<file path="config.mk">
export PLATFORM = sky130hd
export DESIGN_NAME = rx_char_restore
export DESIGN_NICKNAME = d
export VERILOG_FILES = /design/src/rtl/rx_char_restore.sv
export SDC_FILE = /design/constraint.sdc
export NUM_CORES = 1
export LEC_CHECK = 0
export CORE_UTILIZATION = 40
export CTS_CLUSTER_DIAMETER = 50
export CTS_CLUSTER_SIZE = 24
export DETAILED_ROUTE_END_ITERATION = 8
export PLACE_DENSITY = 0.69
export SYNTH_ARGS = -nofsm -noshare
export SYNTH_HDL_FRONTEND = slang
export SYNTH_SLANG_ARGS = --single-unit
</file>
<file path="constraint.sdc">
create_clock -name CLK -period 1.78 [get_ports CLK]
set_input_delay 0.267 -clock CLK [delete_from_list [all_inputs] [get_ports CLK]]
set_output_delay 0.267 -clock CLK [all_outputs]
set_load 0.01 [all_outputs]
</file>
<file path="src/rtl/rx_char_restore.sv">
// rx_char_restore
//
// Receive-side character restoration for a 4-octet JESD204 lane word.
// The block sits after 8b/10b decode and frame/multiframe alignment. It puts
// back the data octets that the transmitter replaced with /F/ (K28.7, 8'hFC)
// at frame ends and with /A/ (K28.3, 8'h7C) at multiframe ends. Octet 0 is
// the earliest octet in time.
//
// Replacement characters that sit in the wrong position are passed through
// unchanged, keep K=1, and are flagged per octet on ERR_F/ERR_A.
//
// Latency is a fixed 2 cycles:
//   stage 1 registers the inputs, the link qualifiers and the /F/ and /A/
//           decode;
//   stage 2 resolves the replacement chain against HIST and registers the
//           outputs.
//
// Ports
//   CLK    in   lane clock
//   RST_n  in   asynchronous active-low reset
//   EN     in   restoration enable (lane data phase); low = pass-through
//   SCR    in   scrambling enabled on the link
//   F      in   octets per frame minus 1
//   FE     in   [3:0] per-octet frame-end marker
//   ME     in   [3:0] per-octet multiframe-end marker
//   DI_K   in   [3:0] per-octet control flag
//   DI     in   [31:0] decoded octets, octet i at DI[8*i +: 8]
//   DO_K   out  [3:0] restored control flags
//   DO     out  [31:0] restored octets, octet i at DO[8*i +: 8]
//   ERR_F  out  [3:0] misplaced /F/ per octet
//   ERR_A  out  [3:0] misplaced /A/ per octet

module rx_char_restore (
  input  logic        CLK,
  input  logic        RST_n,
  input  logic        EN,
  input  logic        SCR,
  input  logic [7:0]  F,
  input  logic [3:0]  FE,
  input  logic [3:0]  ME,
  input  logic [3:0]  DI_K,
  input  logic [31:0] DI,
  output logic [3:0]  DO_K,
  output logic [31:0] DO,
  output logic [3:0]  ERR_F,
  output logic [3:0]  ERR_A
);

  localparam logic [7:0] CHAR_F = 8'hFC;
  localparam logic [7:0] CHAR_A = 8'h7C;

  // ---------------------------------------------------------------------------
  // Stage 1: input registers and character decode
  // ---------------------------------------------------------------------------

  // Replacement is only defined for frame sizes in which the transmitter
  // performs it. The qualifier is captured alongside the data it applies to.
  logic       sup_in;
  logic [3:0] isf_in;
  logic [3:0] isa_in;

  always_comb begin
    sup_in = EN & ((F == 8'd0) | (F == 8'd1) | ((F > 8'd2) & (F[1:0] == 2'b11)));
    isf_in = '0;
    isa_in = '0;
    for (int unsigned i = 0; i < 4; i++) begin
      isf_in[i] = DI_K[i] & (DI[8*i +: 8] == CHAR_F);
      isa_in[i] = DI_K[i] & (DI[8*i +: 8] == CHAR_A);
    end
  end

  logic        s1_en;
  logic        s1_scr;
  logic        s1_sup;
  logic [3:0]  s1_fe;
  logic [3:0]  s1_me;
  logic [3:0]  s1_k;
  logic [31:0] s1_d;
  logic [3:0]  s1_isf;
  logic [3:0]  s1_isa;

  always_ff @(posedge CLK or negedge RST_n) begin
    if (!RST_n) begin
      s1_en  <= 1'b0;
      s1_scr <= 1'b0;
      s1_sup <= 1'b0;
      s1_fe  <= '0;
      s1_me  <= '0;
      s1_k   <= '0;
      s1_d   <= '0;
      s1_isf <= '0;
      s1_isa <= '0;
    end else begin
      s1_en  <= EN;
      s1_scr <= SCR;
      s1_sup <= sup_in;
      s1_fe  <= FE;
      s1_me  <= ME;
      s1_k   <= DI_K;
      s1_d   <= DI;
      s1_isf <= isf_in;
      s1_isa <= isa_in;
    end
  end

  // ---------------------------------------------------------------------------
  // Stage 2: replacement chain, error flags, HIST
  // ---------------------------------------------------------------------------

  // Restored value of the most recent frame-end octet seen so far.
  logic [7:0]  hist;

  logic [31:0] do_nxt;
  logic [3:0]  dok_nxt;
  logic [3:0]  errf_nxt;
  logic [3:0]  erra_nxt;
  logic [7:0]  chain;
  logic [3:0]  fix;

  // The chain walks the octets in time order. After each frame-end octet it
  // holds that octet's restored value, so an unscrambled replacement copies
  // the nearest earlier frame end in this word, or HIST if there is none.
  // Back-to-back replaced frame ends (F=0) therefore all resolve to the same
  // value. Once the walk finishes, the chain is the next HIST.
  always_comb begin
    do_nxt   = s1_d;
    dok_nxt  = s1_k;
    errf_nxt = '0;
    erra_nxt = '0;
    fix      = '0;
    chain    = hist;
    for (int unsigned i = 0; i < 4; i++) begin
      fix[i] = s1_sup & ((s1_isf[i] & s1_fe[i] & ~s1_me[i]) |
                         (s1_isa[i] & s1_me[i]));
      if (fix[i]) begin
        dok_nxt[i] = 1'b0;
        if (s1_scr) begin
          do_nxt[8*i +: 8] = s1_isf[i] ? CHAR_F : CHAR_A;
        end else begin
          do_nxt[8*i +: 8] = chain;
        end
      end
      errf_nxt[i] = s1_sup & s1_isf[i] & ~(s1_fe[i] & ~s1_me[i]);
      erra_nxt[i] = s1_sup & s1_isa[i] & ~s1_me[i];
      if (s1_fe[i]) begin
        chain = do_nxt[8*i +: 8];
      end
    end
  end

  always_ff @(posedge CLK or negedge RST_n) begin
    if (!RST_n) begin
      DO    <= '0;
      DO_K  <= '0;
      ERR_F <= '0;
      ERR_A <= '0;
      hist  <= '0;
    end else begin
      DO    <= do_nxt;
      DO_K  <= dok_nxt;
      ERR_F <= errf_nxt;
      ERR_A <= erra_nxt;
      // HIST also tracks frame ends while the frame size is unsupported, and it
      // is emptied while the lane is out of the data phase.
      if (!s1_en) begin
        hist <= '0;
      end else if (|s1_fe) begin
        hist <= chain;
      end
    end
  end

endmodule

</file>
; Word level (Yosys, flattened, before mapping)
; Cells that the tools add are included.
[word_totals]
register_bits = 107
in_bits = 56
out_inout_bits = 44
wordCells = 110
[op_classes]
magnitude_cmp = 1
n_eq_ne = 11
n_mux = 22
bitwise_logic = 60
n_reduce_logical = 2
[ops]
columns = cell, n
row1 = 2-to-1 mux 8 bit, 18
row2 = AND 1 bit, 46
row3 = "equality test 8 x 7 -> 1 bit, second input constant", 4
row4 = "equality test 8 bit, second input constant", 4
row5 = "equality test 8 x 1 -> 1 bit, second input constant", 1
row6 = "greater-than comparator 8 x 2 -> 1 bit, second input constant", 1
row7 = zero test 8 bit, 1
row8 = inverter 1 bit, 8
row9 = bitwise OR 1 bit, 6
row10 = 2-to-1 mux 1 bit, 4
row11 = OR reduction 4 bit, 1
row12 = "equality test 2 bit, second input constant", 1
row13 = "inequality test 2 x 1 -> 1 bit, second input constant", 1

; Longest topological paths before layout
[depth]
word_depth = 17
depth_mapped = 8
depth_no_buf = 6

; Worst setup path after synthesis
; Ideal clock, no wire load.
[synth_timing]
path_type = reg-to-reg
start = register s1_me[0]
end = register DO[31]
setup_time_ns = 0.135
arrival_ns = 1.537
required_ns = 1.645
path_slack_ns = 0.107
stages_incl_launch_ff = 7
n_path_buf = 0
synth_period_minus_slack_ns = 1.673
cell_sequence = dfrtp_1 mux2i_4 mux2i_1 o31ai_1 a41oi_2 mux2i_1 o31ai_2
[synth_via]
elab_chain_cells = 14
word_cells_on_any_way = 15
classes_between = mux (10) / bitwise (5)
[synth_lines]
columns = item, line
row1 = start: declaration, 76  ; logic [3:0] s1_me;
row2 = start signal: assignment, 88  ; s1_me <= '0;
row3 = start signal: assignment, 98  ; s1_me <= ME;
row4 = inverter 1 bit, 133  ; fix[i] = s1_sup & ((s1_isf[i] & s1_fe[i] & ~s1_me[i]) |
row5 = AND 1 bit, 133
row6 = bitwise OR 1 bit (*), 133
row7 = AND 1 bit (*), 133
row8 = 2-to-1 mux 8 bit (*), 135  ; if (fix[i]) begin
row9 = 2-to-1 mux 8 bit (*), 145  ; if (s1_fe[i]) begin
row10 = 2-to-1 mux 8 bit, 137  ; if (s1_scr) begin
row11 = 2-to-1 mux 8 bit, 135
row12 = 2-to-1 mux 8 bit (*), 145
row13 = 2-to-1 mux 8 bit (*), 137
row14 = 2-to-1 mux 8 bit (*), 135
row15 = via do_nxt[23], 113  ; logic [31:0] do_nxt;
row16 = 2-to-1 mux 8 bit (*), 145
row17 = 2-to-1 mux 8 bit (*), 137
row18 = 2-to-1 mux 8 bit (*), 135
row19 = via do_nxt[31], 113
row20 = end signal: assignment, 159  ; DO <= do_nxt;
row21 = end: declaration, 44  ; output logic [31:0] DO,
; The timed path passes the listed nets; every way through them passes the cells marked *.
; A chain may end at the register's enable or synchronous reset.

; Final worst setup path
; Same ends and word-level chain as after synthesis.

==> flow_summary.ini <==
[status]
status = complete, but fails checks
violations = setup timing

[worst_setup_path]
cp-end-kind = flip-flop
crit_chain = mux2i_4, mux2i_2, o31ai_2, a41oi_2, mux2i_1, o31ai_2
cpMaxStageDelayCell = dfrtp_1
cp_max_fo = 5
path_common_cell = o31ai_2
worst-endpoint-required_ns = 2.06
critPathLaunchType = flip-flop
cp.arrival_ns = 2.10
crit_type = flip-flop to flip-flop
critPathMaxStageDelay_ns = 0.41

[sta]
setup_viol = 2
whs_ns = 0.331
period_minus_slack_ns = 1.82
period_share = 1.02
fin_worst_skew_ns = 0.00975
relSlewSlack = 0.624
rsz0062_at_grt = yes
hold_violations = 0
setup_slack_ns = -0.0359
fmax_mhz = 551
drv_slew = 0
worstMarginPinSlew_ns = 0.564

[cells_and_area]
nNetsFinal = 586
final_util = 0.607
area_growth_pct = 47.7
diodes = 0
drive_gt1_frac = 0.228
layout_commonest_cell = dfrtp_1
mostFrequentLayoutCells = dfrtp_1, clkdlybuf4s50_1, buf_4, nand2_1, nor2_1

[yosys]
synth-seq-cells = 107
synth.distinct_cells = 46
synth_warnings = 0
synth_edf_count = 0
yosys-top-cells-area = dfrtp_1, nand2_1, a21oi_1
synth_ff_type = dfrtp_1
yosys.area.top_type_share = 0.634
async_reset_ff_frac = 1.00
avgSynthCellArea_sq_um = 11.3
netlist_area_sq_um = 4230
synth_top_area_cell = dfrtp_1
synth_nets = 429
seq_area_frac_synth = 0.634
syn_inst = 373

[routing]
dr.pass1.iters = 4
routedWlPerCell_um = 17.4
drtAntennaViolNets = 0
vias = 3488
drt_iter0_drc = 161
wl_um = 11700
via_per_inst = 5.20
drcViolationCount = 0

[pwr]
irDropWorstVdd_uv = 416
p_leak_nw = 2.63
power.density_nw_per_um2 = 789
total_power_mw = 4.92

[floorplanning]
core_sq_um = 10300
initial_utilization = 0.411
die_area_sq_um = 11000
rows = 37
die_y_um = 105
die_w_um = 105
num_io_pins = 100

[clock_network]
root_buffer = clkbuf_8
cts_tree = done
clkLatencyLatePin_ns = 0.37
clkSlewWorstSetupHoldPaths_ns = 0.10
clock_path_buffers = 2
cts_htree_levels = 3
numCtsBuffers = 9
cts.sinks = 107

[global_route]
grt_remaining_overflow = 0
track_usage = 0.220
antenna_found_initial = 0
grt_pass1_vias = 3542
grt_first_pass_wirelength_um = 18500
grt_max_degree = 108

[place]
dp_slack_ns = -0.0646
port_buffers = 99
gp_congestion = 0.865
hpwlAfterDp_um = 8800

[flow_run]
cap_violations = 0

[worst_hold_path]
hold_path_class = input port to flip-flop
-- flip-flops by register name, summed over array words and instances, names as in the netlist --
signal,flops
s1_sup,1
DO_K,4
hist,8
s1_en,1
s1_k,4
s1_isa,4
s1_isf,4
DO,32
ERR_A,4
s1_fe,4
ERR_F,4
s1_scr,1
s1_d,32
s1_me,4
-- synth_stat cells, types with 2 or more instances --
library cell / count
dfrtp_1: 107
nand2_1: 36
nor2_1: 34
a21oi_1: 26
o21ai_0: 20
o22ai_1: 18
inv_1: 14
and3_1: 8
nand3b_1: 8
nand4_1: 7
nor2b_1: 7
a21oi_2: 6
and2_1: 6
clkbuf_1: 6
nand3_1: 6
nor4_1: 6
mux2i_1: 5
o32ai_1: 5
nand2b_1: 4
o211ai_1: 3
o31ai_1: 3
a21boi_0: 2
a2bb2oi_1: 2
buf_2: 2
buf_4: 2
mux2i_4: 2
nand4b_1: 2
nor3_1: 2
o21a_1: 2
o21ai_2: 2
o21ai_4: 2
o221ai_1: 2
o22a_1: 2
or4_1: 2
-- cell families after synthesis --
group                  share of synthesized area
AO/OA/AOI/OAI                              0.164
buffers and inverters                     0.0246
flip-flops                                 0.634
multiplexers                              0.0225
AND/OR/NAND/NOR                            0.155
-- area by class of cell --
cell class	instances	area (sq um)
Timing Repair Buffer	156	1450
Fill cell	860	4040
Sequential cell	107	2680
Multi-Input combinational cell	242	1660
Inverter	14	52.6
Clock inverter	6	88.8
Clock buffer	10	138
Tap cell	136	170
-- path summary, 6_finish.rpt --
check / from / endpoint / slack, ns / cells after the start
max in group asynchronous: RST_n / s1_isf[2] / 0.85 / 3
setup / recovery: s1_me[0] / DO[31] / -0.04 / 6
hold reg to reg: s1_k[1] / DO_K[1] / 0.47 / 1
hold / removal: ME[3] / s1_me[3] / 0.33 / 1
min in group asynchronous: RST_n / ERR_F[0] / 0.49 / 3
setup reg to reg: s1_me[0] / DO[31] / -0.04 / 6
-- metal layers --
metal,track usage,vias up,wire (um)
met5,0,-,0
met2,0.365,120,5630
met1,0.300,1710,5240
li1,-,1648,-
met3,0.0412,10,649
met4,0.0503,0,146
-- worst max-delay path: cells and delay by family (launching register included) --
family | cells | cell delay [ns]
AOI/OAI and AO/OA | 3 | 0.47
DFF | 1 | 0.41
muxes | 3 | 0.86
-- power breakdown --
group          internal (mW)  switching, mW
logic                  0.353          0.303
registers               2.54         0.0865
clock network          0.830          0.810
total                   3.72           1.20
-- metrics by stage --
step	setup TNS, ns	instance area [sq um]	std cells
finish	-0.0362	6240	671
global route	-0.579	6240	671
CTS	-0.0606	5980	662
detailed placement	-0.203	5710	645
global placement	-0.181	5710	645
floorplan	0	4230	373
-- repair_timing --
action,in CTS,in global routing
setup endpoints to repair,13,17
endpoints found under the hold margin,97,0
pin swaps,4,20
hold buffers,1,0
resized for setup,11,42
buffers inserted,0,8
cloned,0,1
(Power assumes the default switching activity.)
